$ cat src/rtl/mips_pkg.sv
// rtl/mips_pkg.sv - shared widths, reset PC and fetch-queue entry type for the MIPS front end
package mips_pkg;

    localparam int WORD_ADDR_W = 30;
    localparam int INST_W      = 32;

    localparam logic [WORD_ADDR_W-1:0] RESET_PC_DEFAULT = 30'h100000;

    // One buffered instruction together with the word address it came from.
    typedef struct packed {
        logic [WORD_ADDR_W-1:0] pc;
        logic [INST_W-1:0]      inst;
    } fetch_entry_t;

endpackage

$ cat src/rtl/fetch_fifo.sv
// rtl/fetch_fifo.sv - circular instruction queue with push/pop/flush and occupancy count
//
// Ports:
//   clk, reset     clock, asynchronous active-low reset
//   push, entry_in write entry_in at the tail
//   pop            remove the head entry
//   flush          discard all entries (overrides push and pop)
//   head           entry at the head (meaningful only while count != 0)
//   count          number of stored entries, 0..DEPTH
module fetch_fifo
    import mips_pkg::*;
#(
    parameter int DEPTH = 4
) (
    input  logic                       clk,
    input  logic                       reset,
    input  logic                       push,
    input  fetch_entry_t               entry_in,
    input  logic                       pop,
    input  logic                       flush,
    output fetch_entry_t               head,
    output logic [$clog2(DEPTH):0]     count
);

    localparam int PW = $clog2(DEPTH);

    fetch_entry_t  mem [DEPTH];
    logic [PW-1:0] wr_ptr;
    logic [PW-1:0] rd_ptr;

    // Storage is not reset; the top never looks at head while count is zero.
    always_ff @(posedge clk) begin
        if (push && !flush) begin
            mem[wr_ptr] <= entry_in;
        end
    end

    always_ff @(posedge clk or negedge reset) begin
        if (!reset) begin
            wr_ptr <= '0;
            rd_ptr <= '0;
            count  <= '0;
        end else if (flush) begin
            wr_ptr <= '0;
            rd_ptr <= '0;
            count  <= '0;
        end else begin
            if (push) begin
                wr_ptr <= wr_ptr + PW'(1);
            end
            if (pop) begin
                rd_ptr <= rd_ptr + PW'(1);
            end
            case ({push, pop})
                2'b10:   count <= count + (PW+1)'(1);
                2'b01:   count <= count - (PW+1)'(1);
                default: count <= count;
            endcase
        end
    end

    assign head = mem[rd_ptr];

endmodule

$ cat src/rtl/mips_fetch_unit.sv
// rtl/mips_fetch_unit.sv - instruction fetch stage: credit-limited issue, response queue, redirect flush
//
// Optional feature macro: FETCH_BYPASS_EN (response forwarded to decode in the
// cycle it arrives when the queue is empty).
//
// Ports:
//   clk, reset                       clock, asynchronous active-low reset
//   redirect_valid, redirect_pc      taken branch/jr target (word address)
//   imem_req_valid/ready/addr        request channel to instruction memory
//   imem_resp_valid/data             in-order, non-stallable response channel
//   inst_valid/ready, inst, inst_pc  instruction channel to decode
module mips_fetch_unit
    import mips_pkg::*;
#(
    parameter int                     DEPTH    = 4,
    parameter logic [WORD_ADDR_W-1:0] RESET_PC = RESET_PC_DEFAULT
) (
    input  logic                   clk,
    input  logic                   reset,
    input  logic                   redirect_valid,
    input  logic [WORD_ADDR_W-1:0] redirect_pc,
    output logic                   imem_req_valid,
    input  logic                   imem_req_ready,
    output logic [WORD_ADDR_W-1:0] imem_req_addr,
    input  logic                   imem_resp_valid,
    input  logic [INST_W-1:0]      imem_resp_data,
    output logic                   inst_valid,
    input  logic                   inst_ready,
    output logic [INST_W-1:0]      inst,
    output logic [WORD_ADDR_W-1:0] inst_pc
);

    localparam int CW = $clog2(DEPTH) + 1;

    logic [WORD_ADDR_W-1:0] fetch_pc;
    logic [WORD_ADDR_W-1:0] resp_pc;
    logic [CW-1:0]          inflight;
    logic [CW-1:0]          drop;
    logic [CW-1:0]          count;
    logic [CW:0]            occupancy;
    logic                   issue;
    logic                   resp_keep;
    logic                   fifo_valid;
    logic                   push;
    logic                   pop;
    fetch_entry_t           head;
    fetch_entry_t           entry_in;

    // Every issued word is guaranteed a queue slot, so the queue cannot overflow.
    assign occupancy      = {1'b0, count} + {1'b0, inflight};
    assign imem_req_valid = reset && !redirect_valid && (occupancy < (CW+1)'(DEPTH));
    assign imem_req_addr  = fetch_pc;
    assign issue          = imem_req_valid && imem_req_ready;

    // A response is kept only if it is not stale from before a redirect and
    // does not coincide with a new redirect.
    assign resp_keep  = imem_resp_valid && (drop == '0) && !redirect_valid;
    assign fifo_valid = (count != '0);
    assign pop        = fifo_valid && inst_ready && !redirect_valid;
    assign entry_in   = '{pc: resp_pc, inst: imem_resp_data};

`ifdef FETCH_BYPASS_EN
    logic bypass;

    assign bypass     = resp_keep && !fifo_valid;
    assign inst_valid = fifo_valid || bypass;
    assign inst       = fifo_valid ? head.inst : (bypass ? imem_resp_data : '0);
    assign inst_pc    = fifo_valid ? head.pc   : (bypass ? resp_pc        : '0);
    // A bypassed word that decode takes immediately never enters the queue.
    assign push       = resp_keep && !(bypass && inst_ready);
`else
    assign inst_valid = fifo_valid;
    assign inst       = fifo_valid ? head.inst : '0;
    assign inst_pc    = fifo_valid ? head.pc   : '0;
    assign push       = resp_keep;
`endif

    fetch_fifo #(
        .DEPTH (DEPTH)
    ) u_fifo (
        .clk      (clk),
        .reset    (reset),
        .push     (push),
        .entry_in (entry_in),
        .pop      (pop),
        .flush    (redirect_valid),
        .head     (head),
        .count    (count)
    );

    always_ff @(posedge clk or negedge reset) begin
        if (!reset) begin
            fetch_pc <= RESET_PC;
            resp_pc  <= RESET_PC;
            inflight <= '0;
            drop     <= '0;
        end else begin
            inflight <= inflight + CW'(issue) - CW'(imem_resp_valid);
            if (redirect_valid) begin
                fetch_pc <= redirect_pc;
                resp_pc  <= redirect_pc;
                // Everything still outstanding after this cycle is stale.
                drop     <= inflight - CW'(imem_resp_valid);
            end else begin
                if (issue) begin
                    fetch_pc <= fetch_pc + 30'd1;
                end
                if (resp_keep) begin
                    resp_pc <= resp_pc + 30'd1;
                end
                if (imem_resp_valid && (drop != '0)) begin
                    drop <= drop - CW'(1);
                end
            end
        end
    end

endmodule

$ cat config.mk
export PLATFORM = sky130hd
export DESIGN_NAME = mips_fetch_unit
export DESIGN_NICKNAME = d
export VERILOG_FILES = /design/src/rtl/mips_pkg.sv /design/src/rtl/fetch_fifo.sv /design/src/rtl/mips_fetch_unit.sv
export SDC_FILE = /design/constraint.sdc
export NUM_CORES = 1
export LEC_CHECK = 0
export ABC_AREA = 1
export CORE_UTILIZATION = 57
export DETAILED_ROUTE_END_ITERATION = 6
export GPL_ROUTABILITY_DRIVEN = 0
export PLACE_DENSITY_LB_ADDON = 0.2
export SLEW_MARGIN = 20
export SYNTH_ARGS = -nofsm -noshare
export SYNTH_HDL_FRONTEND = slang
export SYNTH_SLANG_ARGS = --single-unit
export TNS_END_PERCENT = 10
$ cat constraint.sdc
create_clock -name clk -period 5.2 [get_ports clk]
set_input_delay 0.78 -clock clk [delete_from_list [all_inputs] [get_ports clk]]
set_output_delay 0.78 -clock clk [all_outputs]
set_load 0.02 [all_outputs]
### Yosys cells after proc, flatten, opt, wreduce, memory -nomap -nowiden

Memories as Yosys holds them, arrays and structs flattened.
Index checks and enable logic that the tools add are counted.

| storage, ports and cells | value |
|---|---|
| register bits | 73 |
| bits in writable memories | 248 |
| memories kept | 1 |

| operators by class | value |
|---|---|
| $add $sub $neg | 11 |
| magnitude comparators | 1 |
| equal/unequal tests | 2 |
| muxes and demuxes | 16 |
| reductions and logical operators | 18 |

Memory list:

| name | words | bits a word | read ports | clocked after memory_dff | write ports | RTL line | source |
|---|---|---|---|---|---|---|---|
| u_fifo.mem | 4 | 62 | 1 | 0 | 1 | fetch_fifo.sv:27 | `fetch_entry_t mem [DEPTH];` |

Operator list:

| kind | count |
|---|---|
| $mux W30 | 5 |
| $add A30 B1 Y30 const B | 2 |
| $mux W32 | 1 |
| $logic_and A1 B1 Y1 | 9 |
| $mux W3 | 3 |
| $reduce_bool A3 Y1 | 3 |
| $mux W2 | 4 |
| $reduce_bool A2 Y1 | 4 |
| $pmux W3 S2 | 1 |
| $sub A3 B1 Y3 | 2 |
| $sub A3 B1 Y3 const B | 2 |
| $add A2 B1 Y2 const B | 2 |
| $add A3 B3 Y4 | 1 |
| $lt A4 B3 Y1 const B | 1 |
| $add A3 B1 Y3 | 1 |
| $add A3 B1 Y3 const B | 1 |
| $logic_not A3 Y1 | 1 |
| $eq A2 B1 Y1 const B | 1 |
| $eq A2 B2 Y1 const B | 1 |
| $mux W1 | 2 |
| $logic_not A1 Y1 | 1 |

### Logic depth before layout (Yosys ltp)

Gate-level depths: netlist of run 1.

| logic depth | value |
|---|---|
| word-level depth | 6 |
| mapped depth | 12 |

### Modules after synthesis

From an unflattened synthesis of run 1, not the netlist that was laid out.

| second synthesis, totals | value |
|---|---|
| cells, all modules | 1484 |
| area, all modules | 14881.8 µm² |

By module, submodules not included:

| module | instances | cells each | area each (µm²) |
|---|---|---|---|
| fetch_fifo | 1 | 659 | 9629.2 |
| mips_fetch_unit | 1 | 825 | 5252.5 |

### Least setup slack after synthesis of run 1

No wires, ideal clock.

| path | value |
|---|---|
| path kind | input-to-reg |
| start point | in imem_resp_valid |
| end point | mem u_fifo.mem[0][0] in the netlist's numbering (enable) |
| setup time | 0.482 ns |
| arrival time | 3.870 ns |
| required time | 4.718 ns |
| path slack | 0.848 ns |
| cell stages on the path | 4 |
| cell sequence | nand3_2 -> nor2_2 -> inv_2 -> nor2_1 |

| on the way | value |
|---|---|
| word-level cells in the longest chain between the ends | 5 |

RTL lines:

| item | RTL line | source |
|---|---|---|
| from (decl) | mips_fetch_unit.sv:25 | `input logic imem_resp_valid,` |
| $logic_and A1 B1 Y1 (2 in a row) | mips_fetch_unit.sv:57 | `assign resp_keep = imem_resp_valid && (drop == '0) && !redirect_valid;` |
| $logic_and A1 B1 Y1 | fetch_fifo.sv:33 | `if (push && !flush) begin` |
| $mux W1 | fetch_fifo.sv:33 |  |
| $mux W1 (implied by the code) | fetch_fifo.sv:34 | `mem[wr_ptr] <= entry_in;` |
| to (decl) | fetch_fifo.sv:27 |  |

Every way passes these cells.

### Worst setup path in the final report of run 1

| path | value |
|---|---|
| start point | reg u_fifo.rd_ptr[0] |
| end point | out inst_pc[16] |

| on the way | value |
|---|---|
| word-level cells in the longest chain between the ends | 2 |

RTL lines:

| item | RTL line | source |
|---|---|---|
| from (decl) | fetch_fifo.sv:29 | `logic [PW-1:0] rd_ptr;` |
| from (signal assigned) | fetch_fifo.sv:52 | `rd_ptr <= rd_ptr + PW'(1);` |
| $mem_v2 Z4 W62 | -- |  |
| $mux W30 | mips_fetch_unit.sv:74 | `assign inst_pc = fifo_valid ? head.pc : '0;` |
| to (decl) | mips_fetch_unit.sv:30 | `output logic [WORD_ADDR_W-1:0] inst_pc` |

Every way passes these cells.

==> results of run 1 <==
flip-flops by register name, summed over array words and instances, names as in the netlist:
register and cells:
u_fifo.mem 248, imem_req_addr 30, resp_pc 30, drop 3
inflight 3, u_fifo.count 3, u_fifo.rd_ptr 2, u_fifo.wr_ptr 2
through the flow:
stage               instance area [µm²]  setup WS, ns  std cells  hold WS [ns]  util (%)
CTS                               17600         0.900       2014         0.142      69.5
global route                      17600         0.742       2014         0.160      69.5
global placement                  16700          1.56       1958         0.539      66.0
finish                            17600         0.949       2014         0.144      69.5
detailed placement                16700          1.49       1958         0.555      66.0
floorplan                         14800         0.848       1512         0.484         -
placed cells by master, fill, tap and decap left out, types with 31 or more instances in the layout:
cell type	instances
dfrtp_1	69
o21ai_0	157
clkbuf_16	31
clkdlybuf4s50_1	160
nand3_1	61
inv_1	100
nor2_1	329
a21oi_1	72
nand2_1	276
edfxtp_1	248
layout make-up:
cell class,count,share of cell area [%]
timing repair buffer,178,9.96
clock inverter,20,0.584
multi-input combinational,1022,27.4
inverter,107,2.29
sequential,321,52.8
tap,330,2.35
clock buffer,36,4.52
critical path, delay by kind of cell, from the launching register on:
| kind | cells | cell delay, ns |
|---|---|---|
| DFF | 1 | 0.67 |
| AOI/OAI and AO/OA | 2 | 0.42 |
| buffers and inverters | 3 | 1.81 |
cell families after synthesis:
kind of cell             count (synthesis)
buffers and inverters                  169
AO/OA/AOI/OAI                          257
flip-flops                             321
adder cells (fa/ha/maj)                 16
XOR/XNOR                                26
AND/OR/NAND/NOR                        723
path summary, 6_finish.rpt:
path                            slack, ns  cells after the start                 to
worst max-delay path                 0.95                      5        inst_pc[16]
worst min-delay path                 0.14                      1  imem_req_addr[27]
worst max register to register       2.38                      8   u_fifo.mem[2][8]
worst min register to register       0.57                      1        inflight[0]
max in group asynchronous            4.00                      2   u_fifo.rd_ptr[0]
min in group clk                     0.57                      1        inflight[0]
layer usage:
metal / wire (µm) / vias to the layer above / track usage (%)
met5: 0 / - / 0
met4: 617 / 0 / 7.69
met3: 2360 / 51 / 2.98
met2: 17400 / 476 / 46.2
met1: 14600 / 5370 / 35.9
li1: - / 5368 / -
report_power, final:
part | internal [mW] | switching [mW] | total (mW)
Combinational | 0.948 | 1.45 | 2.40
Sequential | 2.99 | 0.265 | 3.25
Clock | 1.09 | 0.919 | 2.01
==> flow_summary.yaml, run 1 <==
synthesis:
  synth_mux_area_share_pct: 0
  ys_ff_latch: 321
  yosysSeqAreaShare_pct: 62.9
  synth.most_common_cell: "nor2_1"
  synthFlopType: "edfxtp_1"
  synth_nets: 1596
  yosys.area.top_type_share_pct: 50.5
  yosys.area_share.simple_pct: 20.3
  synth_async_sr_flop_share_pct: 22.7
  yosys_warnings: 0
  synth_edf_count: 248
  yosysTopAreaCell: "edfxtp_1"
  synth_top_family_by_area: "simple AND/OR/NAND/NOR gates"
  synth-xor-area-share_pct: 1.59
  synth-compound-area-share_pct: 9.09
  yosysUniqueCellTypes: 39
  syn-instance-count: 1512
  synth_fa_ha_area_share_pct: 1.46
  syn_area_per_cell_um2: 9.76
  syn-cell-area_um2: 14800
  synthTopCellsByCount: "nor2_1 (333), nand2_1 (276), edfxtp_1 (248)"
  synth_area_leaders: "edfxtp_1 (50%), dfrtp_1 (12%), nor2_1 (8.5%)"
sta:
  finalHoldViolCount: 0
  relSlewSlack_pct: 26.6
  period_minus_slack_ns: 4.25
  worst_pin_slew_ns: 1.10
  finalCritPeriodShare_pct: 81.8
  rsz0062_at_grt: "no"
  setup_viol: 0
  fmax_mhz: 235
  skew_ns: 0.0146
  setup_tns_ns: 0
  maxSlewViolCount: 0
final_layout:
  multi_input_area_um2: 4820
  n_antenna_cell: 0
  fin_nets: 1745
  final_layout_size_suffix_gt1_share_pct: 6.35
  syn2layout_area_growth_pct: 19.0
  filler_cell_count: 1804
  seqCellArea_um2: 9280
global_routing:
  grt_pass1_vias: 11000
  grtUsageTotal_pct: 26.8
  antenna_found_initial: 0
  grt_pass1_wl_um: 55600
  globalRouteOverflowTotal: 0
  grt_max_degree: 85
cts:
  cts_sinks: 321
  clk_path_buf_depth: 3
  cts_tree: "yes"
  clockRootBuffer: "clkbuf_16"
  post_cts_resize_count: 0
  cts_buffers: 31
  cts_setup_buffers: 0
  clk_pin_slew_worst_paths_ns: 0.06
  h-tree-depth: 1
  insertion_delay_ns: 0.55
  hold_buffers: 0
detailed_routing:
  firstDrtPassIters: 7
  route.detailed.drc: 1
  ant_nets: 0
  wl_per_cell_um: 17.4
  routed_via_density: 5.59
  drt_wl_total_um: 35000
  vias: 11300
  drt-initial-drc-count: 1058
critical_path:
  startpoint: "u_fifo.rd_ptr[0]"
  max_stage_delay_ns: 0.71
  cp_slowest_cell: "inv_2"
  end_kind: "primary output"
  arrival_ns: 3.47
  path_class: "reg2out"
  crit_required_ns: 4.42
  cp-start-kind: "register"
  path_cells: "inv_2 -> buf_4 -> o21ai_0 -> a21oi_1 -> clkdlybuf4s50_1"
  crit_fanout: 56
  r2r_start: "drop[0]"
die:
  die_width_um: 163
  die_y_um: 163
  die-area_um2: 26500
  coreArea_um2: 25300
  start_util_pct: 58.4
  row_count: 58
  ios: 162
placement:
  hpwl_um: 22400
  port_buffers: 161
power_and_ir_drop:
  finalPower_mw: 7.66
  leakage_nw: 6.60
  pwr_density_cell_nw_per_um2: 436
  vdd_drop_max_v: 0.000294
job:
  max-cap-violations: 0
outcome:
  outcome: "finished with violations"
  violations: "DRC"
min_path:
  hold_path_class: "in2async"
(Power assumes the default switching activity.)
==> run 2, diff against run 1 <==
Clock period 5.2 ns to 3.92 ns, I/O delays scaled along.
==> run 2 against run 1 <==
- the flow now finishes without violations
- final cell count up 0.45%
- power grew 39%
- clock skew decreased by 0.0028 ns
- clock-buffer cell count increased by 10
- worst setup slack got worse by 0.38 ns
- first-iteration DRC count fell by 3.4%
- highest routed layer unchanged
- combinational power up 36%
- clock power up 52%
- register-to-register slack got worse by 0.91 ns
- sequential power grew 32%
- cell area is 1.6% higher
==> flow_summary.yaml, run 2 (synthesized netlist as in run 1, its figures left out) <==
outcome:
  outcome: "finished, final reports clean"
power_and_ir_drop:
  pwr_density_cell_nw_per_um2: 595
  finalPower_mw: 10.6
  leakage_nw: 6.72
  vdd_drop_max_v: 0.000317
critical_path:
  path_class: "reg2out"
  ff2ff_setup_slack_ns: 1.47
  crit_fanout: 32
  reg2regPathDepth: 12
  r2r-end: "inflight[2]"
  crit_required_ns: 3.33
  end_kind: "primary output"
  arrival_ns: 2.77
  r2r_start: "u_fifo.count[1]"
  cp-start-kind: "register"
die:
  die_width_um: 163
  row_count: 58
  die_y_um: 163
  start_util_pct: 58.4
  die-area_um2: 26500
  ios: 162
  coreArea_um2: 25300
detailed_routing:
  drt-initial-drc-count: 1022
  vias: 11200
  ant_nets: 0
  wl_per_cell_um: 17.6
  drt_wl_total_um: 35600
  route.detailed.drc: 0
  firstDrtPassIters: 5
  routed_via_density: 5.55
cts:
  cts_tree: "yes"
  post_cts_resize_count: 0
  cts_sinks: 321
  insertion_delay_ns: 0.50
  cts_setup_buffers: 0
  hold_buffers: 0
  h-tree-depth: 2
  clk_path_buf_depth: 3
  cts_buffers: 34
  clk_pin_slew_worst_paths_ns: 0.06
  clockRootBuffer: "clkbuf_16"
final_layout:
  n_antenna_cell: 0
  final_layout_size_suffix_gt1_share_pct: 7.03
  largest_reg_flops: 248
  fin_nets: 1752
  layout_commonest_cell: "nor2_1"
  regMostFlops: "u_fifo.mem"
  syn2layout_area_growth_pct: 20.9
  final_cell_mix: "nor2_1 (329), nand2_1 (276), edfxtp_1 (248)"
  fin_util_pct: 70.6
  fin_cells: 2023
global_routing:
  grt_pass1_wl_um: 56600
  grtUsageTotal_pct: 27.4
  grt_pass1_vias: 11200
  grt_max_degree: 125
  globalRouteOverflowTotal: 0
  antenna_found_initial: 0
min_path:
  hold_path_class: "in2async"
sta:
  relSlewSlack_pct: 52.9
  setup_tns_ns: 0
  hold_ws_ns: 0.163
  setup_viol: 0
  skew_ns: 0.0118
  fmax_mhz: 298
  rsz0062_at_grt: "no"
  finalHoldViolCount: 0
  maxSlewViolCount: 0
  worst_pin_slew_ns: 0.705
  finalCritPeriodShare_pct: 85.5
  period_minus_slack_ns: 3.35
job:
  max-cap-violations: 0
placement:
  dp_cells: 1962
  hpwl_um: 22000
  port_buffers: 161
run 2: cell type report:
cell class                      count  area [µm²]
Clock buffer                       46         917
Clock inverter                     15         139
Fill cell                        1867        7420
Inverter                          107         402
Multi-Input combinational cell   1022        4820
Sequential cell                   321        9280
Tap cell                          330         413
Timing Repair Buffer              182        1870
run 2: report_power, final:
part | total, mW | switching [mW] | internal [mW]
Sequential | 4.29 | 0.328 | 3.96
Combinational | 3.26 | 1.96 | 1.30
Clock | 3.06 | 1.28 | 1.79
run 2: worst max path at each step:
stage / depth (start not counted) / from / endpoint / slack [ns]
floorplan: 6 / drop[0] / u_fifo.mem[0][0] / -0.28
global route: 5 / u_fifo.rd_ptr[0] / inst_pc[14] / 0.46
global placement: 13 / redirect_valid / inflight[2] / 1.03
finish: 6 / u_fifo.rd_ptr[1] / inst_pc[9] / 0.57
detailed placement: 13 / redirect_valid / inflight[2] / 0.99
CTS: 6 / u_fifo.rd_ptr[1] / inst_pc[9] / 0.51
run 2: through the flow:
stage	area, µm²	worst slack (ns)
floorplan	14800	-0.280
global placement	16800	1.03
detailed placement	16800	0.990
CTS	17800	0.508
global route	17800	0.456
finish	17800	0.567
run 2: worst max-delay path, cell delays in order (launching register included):
cell	delay [ns]
dfrtp_2	0.70
inv_2	0.07
buf_4	0.28
nor2_1	0.16
o21ai_0	0.12
a21oi_1	0.26
clkdlybuf4s50_1	0.66
run 2: routing by layer:
layer,track usage (%),part of all wire (%),vias up
met2,47.3,50,461
met1,35.4,41,5313
met4,10.8,3.0,0
met5,0,0,-
met3,3.26,6.5,75
li1,-,-,5374
==> patch 1 (config.mk and constraints of run 1) <==
The option `FETCH_BYPASS_EN` is turned on by a define.
--- a/src/rtl/mips_fetch_unit.sv
+++ b/src/rtl/mips_fetch_unit.sv
@@ -11,2 +11,4 @@
 //   inst_valid/ready, inst, inst_pc  instruction channel to decode
+`define FETCH_BYPASS_EN
+
 module mips_fetch_unit
Formal check against the unedited RTL: not equivalent (a bounded check fails within 4 cycles, from zero or initial values and one cycle with reset low).
==> patch 1 against run 1 <==
Sequential cell count is the same; synthesized area is 2.4% higher; wire length increased by 9.1%; register-to-register slack worse by 230 ps; final area increased by 2.5%; sequential share of layout area down 1.3 points; core utilization down 0.46 points; worst setup slack got worse by 110 ps; power increased by 6.7%; highest routed layer unchanged.
==> patch 1: results (changes against run 1) <==
| Metric | Value |
|---|---|
| Worst slew pin tran | 938.0 ps (was 1101 ps) |
| Dpl cell area | 17060 sq um (was 16660 sq um) |
| Initial antenna violation count | 0 (unchanged) |
| Detail Placement HPWL | 24950 microns (was 22400 microns) |
| Wire length on met2 | 18540 microns (was 17430 microns) |
| Clock skew | 9.615 ps (was 14.61 ps) |
| Post-Syn Nets | 1628 (was 1596) |
| Starting DRT DRC Count | 1105 (was 1058) |
| Leak pwr | 7.138 nW (was 6.600 nW) |
| Peak supply drop | 0.0003878 V (was 0.0002938 V) |
| Routed wl met3 | 2953 microns (was 2356 microns) |
| Largest register FFs | 248 (unchanged) |
| Antenna-violating nets left | 0 (unchanged) |
| First-pass GRT wire length | 59180 microns (was 55560 microns) |
| Final nets | 1772 (was 1745) |
| Top reg by flops | u_fifo.mem (unchanged) |
| Router iterations before antenna repair | 5 (was 7) |
| Vias | 11852 (was 11265) |
| Wirelength per Cell | 18.64 microns (was 17.36 microns) |
| Fillers | 1963 (was 1804) |
| DR top layer | met4 (unchanged) |
| CTS resizes | 0 (unchanged) |
| Area contributors post-synth | edfxtp_1 (49%), dfrtp_1 (12%), nand2_1 (11%) (was edfxtp_1 (50%), dfrtp_1 (12%), nor2_1 (8.5%)) |
| Largest net degree at the start of global routing | 113 (was 85) |
| H-tree levels | 1 (unchanged) |
| ANT cells | 0 (unchanged) |
| GRT Overall Usage | 28.53% (was 26.80%) |
| Worst Hold Class | in -> async (unchanged) |
| Critical Path Fanout Max | 35 (was 56) |
| Flop-to-flop setup slack | 2150 ps (was 2380 ps) |
| FFs w/ async S/R, synth | 22.74% (unchanged) |
| TritonCTS buffer count | 31 (unchanged) |
| Ys Warns | 0 (unchanged) |
| Slowest cell on the critical path | clkdlybuf4s50_1 (was inv_2) |
| Worst EP arrival | 3580 ps (was 3470 ps) |
| Status | finished clean (was complete, but fails checks) |
| Seq/Total Area, Yosys | 61.41% (was 62.87%) |
| PortBufs | 161 (unchanged) |
| Top cells by count, synth | nand2_1 (435), edfxtp_1 (248), nand3_1 (153), inv_1 (134), a21oi_1 (105) (was nor2_1 (333), nand2_1 (276), edfxtp_1 (248), o21ai_0 (157), inv_1 (100)) |
| Top delay family on crit path | buffers and inverters (unchanged) |
| Clock root cell | clkbuf_16 (unchanged) |
| Synth unique cells | 37 (was 39) |
| M1 WL | 15280 microns (was 14570 microns) |
| Vias in the first global route | 11269 (was 10961) |
| Layout cells sized above 1 | 5.549% (was 6.354%) |
patch 1: where the power goes:
part | internal (W) | switching [W]
sequential | 0.00299 | 0.000274
combinational | 0.00111 | 0.00170
clock | 0.00117 | 0.000928
total | 0.00527 | 0.00290
patch 1: worst reg2reg max path, stage by stage, from the launching register on:
cell and delay [ps]:
dfrtp_1 370, inv_1 120, ha_1 200, nand3_2 180, nor2_4 160, buf_4 360
o21ai_1 420, nor2_4 500, buf_12 360
patch 1: kinds of logic after synthesis:
family	after synthesis	share of synthesized area, %
adder cells (fa/ha/maj)	16	1.425
buffers and inverters	211	5.608
AND/OR/NAND/NOR	712	19.86
XOR/XNOR	29	1.681
flip-flops	321	61.41
AO/OA/AOI/OAI	255	10.01
patch 1: final timing paths:
path | startpoint | end
max | u_fifo.count[0] | inst_pc[13]
min | reset | imem_req_addr[25]
max reg2reg | drop[0] | u_fifo.mem[2][60]
min reg2reg | inflight[0] | inflight[0]
max in group asynchronous | reset | u_fifo.rd_ptr[0]
min in group clk | inflight[0] | inflight[0]
patch 1: layer usage:
| metal | global-route usage [%] | vias up |
|---|---|---|
| li1 | - | 5594 |
| met1 | 37.70 | 5595 |
| met2 | 48.01 | 575 |
| met3 | 3.692 | 88 |
| met4 | 11.30 | 0 |
| met5 | 0 | - |
patch 1: through the flow:
stage	hold WS (ps)	worst slack (ps)	instances	total power [W]
after floorplan	484.4	783.1	1544	0.004921
after global placement	549.1	1414	1990	0.006064
after detailed placement	542.4	1317	1990	0.006110
after CTS	21.90	807.3	2047	0.008194
after global routing	20.61	643.4	2047	0.008574
final	29.98	837.4	2047	0.008173
patch 1: cell type report:
type                       count  area, sq um  area share (%)
inverter                     142        533.0           2.961
clock buffer                  43        840.8           4.671
sequential                   321         9280           51.55
timing repair buffer         180         1818           10.10
tap                          335        419.2           2.328
clock inverter                14        97.59          0.5422
multi-input combinational   1012         5012           27.84
==> patch 2 (config.mk and constraints of run 1) <==
Made on the original files. Reset style: synchronous (`reset`), changed in 2 clocked blocks. Comments in the files are not updated.
--- a/src/rtl/fetch_fifo.sv
+++ b/src/rtl/fetch_fifo.sv
@@ -37,3 +37,3 @@
 
-    always_ff @(posedge clk or negedge reset) begin
+    always_ff @(posedge clk) begin
         if (!reset) begin
--- a/src/rtl/mips_fetch_unit.sv
+++ b/src/rtl/mips_fetch_unit.sv
@@ -90,3 +90,3 @@
 
-    always_ff @(posedge clk or negedge reset) begin
+    always_ff @(posedge clk) begin
         if (!reset) begin
Formal check against the unedited RTL: differs if reset is asserted again (counterexample within 4 cycles, from zero or initial values and one cycle with reset low); with reset held inactive, the same outputs for 4 cycles.
==> patch 2 against run 1 <==
Synthesized area down 2.6%; sequential share of layout area down 1.4 points; critical path type unchanged; wire length up 0.23%; highest routed layer unchanged; clock skew down 4.0 ps; worst setup slack better by 230 ps; hold slack better by 320 ps; final area down 0.95%; maximum frequency up 5.8%; sequential cell count up 2.
Power is not compared: it rests on default switching activity, and its combinational part moved more than twofold at a synthesized area within 25%.
==> patch 2: results (changes against run 1) <==
| Metric | Value |
|---|---|
| Status | finished clean (was complete, but fails checks) |
| GRT Overall Usage | 27.28% (was 26.80%) |
| Gate Count Post-Synth | 1531 (was 1512) |
| Cells after DPL | 1967 (was 1958) |
| Total wire length | 35050 microns (was 34970 microns) |
| Worst r2r path cells | 13 (was 8) |
| Pre-CTS setup slack | 1599 ps (was 1490 ps) |
| Synth Area in Adders | 1.584% (was 1.459%) |
| Flop-to-flop setup slack | 2720 ps (was 2380 ps) |
| GRT met3 Usage | 4.055% (was 2.979%) |
| Synth Area in XOR/XNOR | 0.7311% (was 1.594%) |
| Fin crit share | 77.28% (was 81.76%) |
| Layout cells sized above 1 | 5.282% (was 6.354%) |
| Clock skew | 10.65 ps (was 14.61 ps) |
| Seq/Total Area, Yosys | 62.25% (was 62.87%) |
| Dpl cell area | 16310 sq um (was 16660 sq um) |
| Grt met1 use | 35.15% (was 35.94%) |
| Clk Latency, worst-skew pair | 510 ps (was 550 ps) |
| Wire length on met2 | 17450 microns (was 17430 microns) |
| Routed wl met3 | 2308 microns (was 2356 microns) |
| FFs w/ async S/R, synth | 0% (was 22.74%) |
| Synth unique cells | 38 (was 39) |
| H-tree levels | 2 (was 1) |
| Starting DRT DRC Count | 977 (was 1058) |
| Critical Path Fanout Max | 97 (was 56) |
| Vias | 11446 (was 11265) |
| Slowest cell delay on critical path | 830 ps (was 710 ps) |
| Reg-to-reg endpoint | inflight[2] (was u_fifo.mem[2][8]) |
| Largest net degree at the start of global routing | 98 (was 85) |
| Compound-Gate Fraction of Synth Area | 11.92% (was 9.091%) |
| Top cells by count, synth | nor2_1 (358), edfxtp_1 (248), nand2_1 (224), o21ai_0 (168), a21oi_1 (123) (was nor2_1 (333), nand2_1 (276), edfxtp_1 (248), o21ai_0 (157), inv_1 (100)) |
| Area contributors post-synth | edfxtp_1 (52%), dfxtp_1 (10%), nor2_1 (9.3%) (was edfxtp_1 (50%), dfrtp_1 (12%), nor2_1 (8.5%)) |
| Worst slew pin tran | 1027 ps (was 1101 ps) |
| Final nets | 1764 (was 1745) |
| Worst EP arrival | 3240 ps (was 3470 ps) |
| Worst Hold Class | reg -> reg (was in -> async) |
## patch 2: changes by cell type after synthesis, sizes merged, moves of 9 or more
cell,run 1,this run
dfxtp,0,75
dfrtp,71,0
nand2,285,227
a21oi,72,123
o21ai,164,182
nor2,348,362
nand3,65,54
clkbuf,36,45
## patch 2: kinds of logic (layout without fill, tap and decap cells)
group,after synthesis,count (layout)
flops,323,323
fa+ha+maj,17,17
compound gates,332,332
buf+inv,176,349
xor+xnor,12,12
simple gates,671,671
## patch 2: layout make-up
class | count | area [sq um] | share of cell area [%]
flip-flops and latches | 323 | 8954 | 51.47
multi-input cells | 1032 | 4777 | 27.46
repair buffers | 178 | 1764 | 10.14
clock buffers | 44 | 923.4 | 5.308
inverters | 110 | 414.1 | 2.381
well taps | 324 | 405.4 | 2.330
clock inverters | 17 | 157.7 | 0.9063
